[config.mk]
export PLATFORM = sky130hd
export DESIGN_NAME = joy_spi_reader
export DESIGN_NICKNAME = d
export VERILOG_FILES = /design/src/rtl/joy_pkg.sv /design/src/rtl/spi_byte_xfer.sv /design/src/rtl/joy_spi_reader.sv
export SDC_FILE = /design/constraint.sdc
export NUM_CORES = 1
export LEC_CHECK = 0
export CAP_MARGIN = 0
export CORE_UTILIZATION = 30
export CTS_CLUSTER_DIAMETER = 40
export DETAILED_ROUTE_END_ITERATION = 8
export PLACE_DENSITY_LB_ADDON = 0.25
export SLEW_MARGIN = 20
export SYNTH_ARGS = -nofsm -noshare
export SYNTH_HDL_FRONTEND = slang
export SYNTH_HIERARCHICAL = 1
export SYNTH_SLANG_ARGS = --single-unit
export TNS_END_PERCENT = 1
[constraint.sdc]
create_clock -name clk -period 3.27 [get_ports clk]
set_clock_uncertainty 0.05 [all_clocks]
set_input_delay 0.327 -clock clk [delete_from_list [all_inputs] [get_ports clk]]
set_output_delay 0.327 -clock clk [all_outputs]
set_load 0.01 [all_outputs]
[src/rtl/joy_pkg.sv]
// Shared definitions for the PmodJSTK SPI reader: FSM states, joystick constants
// and a counter-width helper.
package joy_pkg;

    typedef enum logic [2:0] {
        IDLE,
        SS_SETUP,
        SHIFT,
        BYTE_GAP,
        DONE
    } joy_state_e;

    localparam logic [9:0] JOY_CENTER   = 10'd512;
    localparam logic [5:0] JSTK_CMD_LED = 6'b100000;
    localparam int         NUM_BYTES    = 5;

    // Deflection thresholds applied by the cursor-update stage
    localparam logic [9:0] JOY_THRESH_LO = 10'd256;
    localparam logic [9:0] JOY_THRESH_HI = 10'd768;

    function automatic int cnt_w(input int max_val);
        return (max_val > 1) ? $clog2(max_val) : 1;
    endfunction

endpackage

[src/rtl/spi_byte_xfer.sv]
// Mode-0, MSB-first 8-bit SPI shifter. start begins a byte with SCLK low;
// done is high on the cycle whose clock edge produces the 8th falling SCLK edge.
module spi_byte_xfer
    import joy_pkg::*;
#(
    parameter int HALF_CYC = 50
) (
    input  logic       clk,
    input  logic       clr_n,
    input  logic       start,
    input  logic       load,
    input  logic [7:0] tx_byte,
    input  logic       miso,
    output logic       sclk,
    output logic       mosi,
    output logic       done,
    output logic [7:0] rx_byte
);

    localparam int                HALF_W    = cnt_w(HALF_CYC);
    localparam logic [HALF_W-1:0] HALF_LAST = HALF_W'(HALF_CYC - 1);

    logic              active;
    logic [HALF_W-1:0] half_cnt;
    logic [2:0]        bit_cnt;
    logic [7:0]        tx_sr;
    logic [7:0]        rx_sr;
    logic              half_end;

    assign half_end = active && (half_cnt == HALF_LAST);
    assign done     = half_end && sclk && (bit_cnt == 3'd0);
    assign mosi     = tx_sr[7];
    assign rx_byte  = rx_sr;

    always_ff @(posedge clk or negedge clr_n) begin
        if (!clr_n) begin
            active   <= 1'b0;
            sclk     <= 1'b0;
            half_cnt <= '0;
            bit_cnt  <= 3'd0;
        end else if (start) begin
            active   <= 1'b1;
            sclk     <= 1'b0;
            half_cnt <= '0;
            bit_cnt  <= 3'd7;
        end else if (active) begin
            if (half_end) begin
                half_cnt <= '0;
                sclk     <= ~sclk;
                if (sclk) begin
                    bit_cnt <= bit_cnt - 3'd1;
                    if (bit_cnt == 3'd0) begin
                        active <= 1'b0;
                    end
                end
            end else begin
                half_cnt <= half_cnt + 1'b1;
            end
        end
    end

    // A load on the final falling edge takes priority so the next byte's MSB is ready
    always_ff @(posedge clk or negedge clr_n) begin
        if (!clr_n) begin
            tx_sr <= '0;
        end else if (load) begin
            tx_sr <= tx_byte;
        end else if (half_end && sclk) begin
            tx_sr <= {tx_sr[6:0], 1'b0};
        end
    end

    always_ff @(posedge clk) begin
        if (half_end && !sclk) begin
            rx_sr <= {rx_sr[6:0], miso};
        end
    end

endmodule

[src/rtl/joy_spi_reader.sv]
// Periodic PmodJSTK poller: sequences five SPI bytes with setup and inter-byte
// gaps, then publishes 10-bit X/Y and buttons with a one-clock sample_valid.
module joy_spi_reader
    import joy_pkg::*;
#(
    parameter int HALF_CYC     = 50,
    parameter int SS_SETUP_CYC = 1500,
    parameter int BYTE_GAP_CYC = 1000,
    parameter int POLL_CYC     = 1000000
) (
    input  logic       clk,
    input  logic       clr_n,
    input  logic [1:0] led,
    input  logic       miso,
    output logic       sclk,
    output logic       ss_n,
    output logic       mosi,
    output logic [9:0] joy_x,
    output logic [9:0] joy_y,
    output logic [2:0] joy_btn,
    output logic       sample_valid,
    output logic       busy
);

    localparam int WAIT_MAX = (SS_SETUP_CYC > BYTE_GAP_CYC) ? SS_SETUP_CYC : BYTE_GAP_CYC;
    localparam int POLL_W   = cnt_w(POLL_CYC);
    localparam int WAIT_W   = cnt_w(WAIT_MAX);

    localparam logic [POLL_W-1:0] POLL_LAST  = POLL_W'(POLL_CYC - 1);
    localparam logic [WAIT_W-1:0] SETUP_LAST = WAIT_W'(SS_SETUP_CYC - 1);
    localparam logic [WAIT_W-1:0] GAP_LAST   = WAIT_W'(BYTE_GAP_CYC - 1);
    localparam logic [2:0]        LAST_BYTE  = 3'(NUM_BYTES - 1);

    joy_state_e        state_q;
    joy_state_e        state_d;
    logic [POLL_W-1:0] poll_cnt;
    logic [WAIT_W-1:0] wait_cnt;
    logic [2:0]        byte_idx;

    logic       txn_begin;
    logic       xfer_start;
    logic       xfer_load;
    logic       xfer_done;
    logic       commit;
    logic [7:0] tx_byte;
    logic [7:0] rx_byte;

    logic [7:0] x_lo;
    logic [1:0] x_hi;
    logic [7:0] y_lo;
    logic [1:0] y_hi;
    logic [2:0] btn_rx;

    spi_byte_xfer #(
        .HALF_CYC (HALF_CYC)
    ) u_xfer (
        .clk     (clk),
        .clr_n   (clr_n),
        .start   (xfer_start),
        .load    (xfer_load),
        .tx_byte (tx_byte),
        .miso    (miso),
        .sclk    (sclk),
        .mosi    (mosi),
        .done    (xfer_done),
        .rx_byte (rx_byte)
    );

    always_comb begin
        state_d    = state_q;
        txn_begin  = 1'b0;
        xfer_start = 1'b0;
        xfer_load  = 1'b0;
        tx_byte    = 8'h00;
        commit     = 1'b0;
        case (state_q)
            IDLE: begin
                // led is captured here via the shifter load; later changes wait a poll
                if (poll_cnt == POLL_LAST) begin
                    state_d   = SS_SETUP;
                    txn_begin = 1'b1;
                    xfer_load = 1'b1;
                    tx_byte   = {JSTK_CMD_LED, led};
                end
            end
            SS_SETUP: begin
                if (wait_cnt == SETUP_LAST) begin
                    state_d    = SHIFT;
                    xfer_start = 1'b1;
                end
            end
            SHIFT: begin
                if (xfer_done) begin
                    xfer_load = 1'b1;
                    state_d   = (byte_idx == LAST_BYTE) ? DONE : BYTE_GAP;
                end
            end
            BYTE_GAP: begin
                if (wait_cnt == GAP_LAST) begin
                    state_d    = SHIFT;
                    xfer_start = 1'b1;
                end
            end
            DONE: begin
                state_d = IDLE;
                commit  = 1'b1;
            end
            default: state_d = IDLE;
        endcase
    end

    always_ff @(posedge clk or negedge clr_n) begin
        if (!clr_n) begin
            state_q      <= IDLE;
            poll_cnt     <= '0;
            wait_cnt     <= '0;
            byte_idx     <= 3'd0;
            ss_n         <= 1'b1;
            busy         <= 1'b0;
            sample_valid <= 1'b0;
            joy_x        <= JOY_CENTER;
            joy_y        <= JOY_CENTER;
            joy_btn      <= 3'd0;
        end else begin
            state_q      <= state_d;
            sample_valid <= commit;

            if ((state_q == IDLE) && !txn_begin) begin
                poll_cnt <= poll_cnt + 1'b1;
            end else begin
                poll_cnt <= '0;
            end

            if ((state_d == state_q) && ((state_q == SS_SETUP) || (state_q == BYTE_GAP))) begin
                wait_cnt <= wait_cnt + 1'b1;
            end else begin
                wait_cnt <= '0;
            end

            if (txn_begin) begin
                ss_n     <= 1'b0;
                busy     <= 1'b1;
                byte_idx <= 3'd0;
            end else if (xfer_done) begin
                byte_idx <= byte_idx + 3'd1;
            end

            if (commit) begin
                ss_n    <= 1'b1;
                busy    <= 1'b0;
                joy_x   <= {x_hi, x_lo};
                joy_y   <= {y_hi, y_lo};
                joy_btn <= btn_rx;
            end
        end
    end

    // Received bytes are only published on commit, so an aborted read leaves outputs intact
    always_ff @(posedge clk) begin
        if (xfer_done) begin
            case (byte_idx)
                3'd0:    x_lo   <= rx_byte;
                3'd1:    x_hi   <= rx_byte[1:0];
                3'd2:    y_lo   <= rx_byte;
                3'd3:    y_hi   <= rx_byte[1:0];
                default: btn_rx <= rx_byte[2:0];
            endcase
        end
    end

endmodule

==> impl_metrics.json <==
{
  "outcome": "finished, final reports clean",
  "track_usage_pct": 11.8,
  "crit_type": "reg2reg",
  "firstDrtPassIters": 4,
  "yosys.area.top_type_share_pct": 40.5,
  "timing.hold.ws_ns": 0.368,
  "max_slew_margin_pct": 61.4,
  "max_freq_mhz": 405,
  "rows": 46,
  "antenna_left": 0,
  "arrival_ns": 2.73,
  "cp-end-kind": "flip-flop",
  "ys_seq_area_share_pct": 61.1,
  "finalSetupViolCount": 0,
  "port_buffers": 32,
  "grt_max_degree": 37,
  "hold_violations": 0,
  "pwr-share-seq_pct": 45.3,
  "rsz0062_at_grt": "false",
  "htree_levels": 4,
  "p_total_w": 0.00319,
  "grt_pass1_wl_mm": 15.0,
  "place_area_sq_um": 5480,
  "die_width_um": 130,
  "cts.reportedPaths.clkPinSlew_ns": 0.05,
  "hold_path_class": "in2async",
  "comb_power_share_pct": 0.9,
  "fin_setup_tns_ns": 0,
  "antenna_found_initial": 0,
  "cts_tree": "yes",
  "cp_num_buf_inv": 1,
  "yosys_register_bits": 113,
  "synthFlopType": "dfrtp_1",
  "synth_edf_count": 31,
  "die_area_sq_um": 16800,
  "gp_congestion": 0.751,
  "n_antenna_cell": 0,
  "critPathRequiredTime_ns": 3.53,
  "cts.sinks": 113,
  "synthCells": 401,
  "cp-startpoint": "wait_cnt[0]",
  "die_y_um": 130,
  "areaGrowthSynthToFinish_pct": 23.8,
  "post_cts_resized": 0,
  "worstPathMaxFanout": 13,
  "place_hpwl_mm": 5.94,
  "peakVddDrop_mv": 0.335,
  "cts_root_buffer": "clkbuf_16",
  "vias": 3097,
  "clock_latency_ns": 0.41,
  "clockBufferDepth": 2,
  "period_needed_ns": 2.47,
  "cpMostUsedCell": "or3_1",
  "synth.area.top_cells": "dfrtp_1, edfxtp_1, mux2_2",
  "fillerInstances": 1555,
  "tightest_slew_ns": 0.578,
  "synth_most_common_cell": "dfrtp_1",
  "drive_gt1_share_pct": 15.5,
  "post_cts_buffers": 0,
  "yosysWarnings": 6,
  "r2r_start": "wait_cnt[0]",
  "crit_slowest_cell": "or3_1",
  "grt.overflow.total": 0,
  "slowest_delay_ns": 0.40,
  "fin_area_sq_um": 6050,
  "synth_area_per_cell_sq_um": 12.2,
  "nets": 467,
  "netlist_area_sq_um": 4890,
  "cp_top_family": "simple AND/OR/NAND/NOR gates",
  "leakage_nw": 2.44,
  "cp-start-kind": "flip-flop",
  "max_cap_viol_count": 0,
  "ioPinCount": 33,
  "drtIter0Drc": 128,
  "swShare_pct": 21.6,
  "routedWlPerCell_um": 13.0,
  "routed_wl_mm": 8.84,
  "synth_top_cells_by_count": "dfrtp_1, nor2_1, edfxtp_1",
  "p_per_area_nw_per_um2": 528,
  "synthArstFlopShare_pct": 72.6,
  "vias_per_cell": 4.55,
  "grt_pass1_vias": 3039,
  "crit_chain": "ha_1 -> nand4b_1 -> or3_1 -> o21ai_0 -> and3_1 -> buf_4 -> o211ai_1 -> or3_1 -> a211oi_1",
  "core_area_sq_um": 15900,
  "fin_crit_sh_pct": 75.5,
  "start_util_pct": 30.8,
  "intPower_w": 0.00250,
  "numCtsBuffers": 17,
  "clockPowerShare_pct": 53.8,
  "drcViolationCount": 0,
  "drv_slew": 0,
  "p_sw_w": 0.000691,
  "yosys.area.top_type": "dfrtp_1",
  "yosysUniqueCellTypes": 52
}
==> cell usage in the layout, fill, tap and decap left out, types with 2 or more instances in the layout <==
master	count
a21o_1	3
and2_1	7
nor4_1	4
a41oi_1	3
or4_1	2
nand2_1	16
inv_6	4
nand4_1	7
clkdlybuf4s50_1	31
buf_4	7
nand2b_1	3
clkinvlp_4	4
mux2_2	24
a31oi_1	4
inv_1	17
edfxtp_1	31
xor2_1	12
o2111ai_1	2
nand3_1	14
ha_1	11
dfstp_2	3
nor2_1	35
and3_1	5
dfrtp_1	79
conb_1	5
nor2b_1	10
nand4b_1	3
a21oi_1	17
nor3_1	11
xnor2_1	13
clkbuf_16	17
clkinv_4	3
clkinv_2	2
o21ai_0	21
and4_1	2
or3_1	10
==> worst paths after layout <==
path / endpoint / depth (start not counted) / slack, ns
hold reg to reg: wait_cnt[0] / 1 / 0.41
min in group clk: wait_cnt[0] / 1 / 0.41
max in group asynchronous: joy_y[9] / 3 / 2.08
hold / removal: u_xfer/tx_sr[0] / 2 / 0.37
setup / recovery: u_xfer/half_cnt[5] / 9 / 0.80
setup reg to reg: u_xfer/half_cnt[5] / 9 / 0.80
==> state kept, by name, indices dropped and copies added (netlist names) <==
| name | flops |
|---|---|
| x_lo | 8 |
| poll_cnt | 20 |
| u_xfer/rx_byte | 8 |
| x_hi | 2 |
| joy_y | 10 |
| u_xfer/half_cnt | 6 |
| wait_cnt | 11 |
| y_lo | 8 |
| byte_idx | 3 |
| busy | 1 |
| btn_rx | 3 |
| joy_x | 10 |
| u_xfer/sclk | 1 |
| y_hi | 2 |
| ss_n | 1 |
| u_xfer/tx_sr | 8 |
| sample_valid | 1 |
| u_xfer/bit_cnt | 3 |
| state_q | 3 |
| joy_btn | 3 |
| u_xfer/active | 1 |
==> stage by stage <==
step           utilization [%]  setup WS, ns  cells
3_5_place_dp              34.5         0.784    647
6_report                  38.1         0.802    680
3_3_place_gp              34.5         0.866    647
5_1_grt                   38.1         0.560    680
2_1_floorplan                -         0.903    405
4_1_cts                   38.1         0.775    680
==> kinds of logic after synthesis <==
group | Yosys count | synth area share [%]
adders and majority gates | 11 | 2.82
AOI/OAI and AO/OA | 57 | 6.89
muxes | 25 | 5.74
buffers and inverters | 29 | 2.56
other | 1 | 0.0768
DFF | 113 | 61.1
xor gates and xnor gates | 25 | 4.48
and+or+nand+nor | 140 | 16.3
==> repair_timing <==
item,in CTS,in global routing
hold endpoints to repair,32,0
endpoints found under the setup margin,0,0
hold buffers,1,0
==> power by group through the flow <==
| stage | Sequential (W) | Clock, W | Combinational [W] |
|---|---|---|---|
| 3_3_place_gp | 0.00147 | 0 | 0.0000281 |
| 4_1_cts | 0.00145 | 0.00177 | 0.0000298 |
| 5_1_grt | 0.00145 | 0.00184 | 0.0000326 |
| 3_5_place_dp | 0.00147 | 0 | 0.0000286 |
| 6_report | 0.00145 | 0.00172 | 0.0000272 |
| 2_1_floorplan | 0.00147 | 0 | 0.000000647 |
==> area by class of cell <==
| cell class | instances | area [sq um] | area share (%) |
|---|---|---|---|
| multi-input combinational | 263 | 1790 | 29.7 |
| clock inverter | 15 | 135 | 2.23 |
| tap | 216 | 270 | 4.47 |
| timing repair buffer | 39 | 373 | 6.16 |
| inverter | 17 | 63.8 | 1.06 |
| sequential | 113 | 2990 | 49.4 |
| clock buffer | 17 | 425 | 7.03 |
==> worst register-to-register path: cells and delay by family (launching register included) <==
family                   cells  cell delay, ns
AND/OR/NAND/NOR              4            1.03
buffers and inverters        1            0.19
AO/OA/AOI/OAI                3            0.50
adder cells (fa/ha/maj)      1            0.25
flip-flops                   1            0.36
==> layer usage <==
layer  global-route usage, %  share of wire (%)
met3                    4.13                3.6
met2                    17.6                 47
met1                    15.4                 49
met4                    5.54               0.46
met5                       0                  0
No activity file was read; power rests on OpenSTA's default activity.
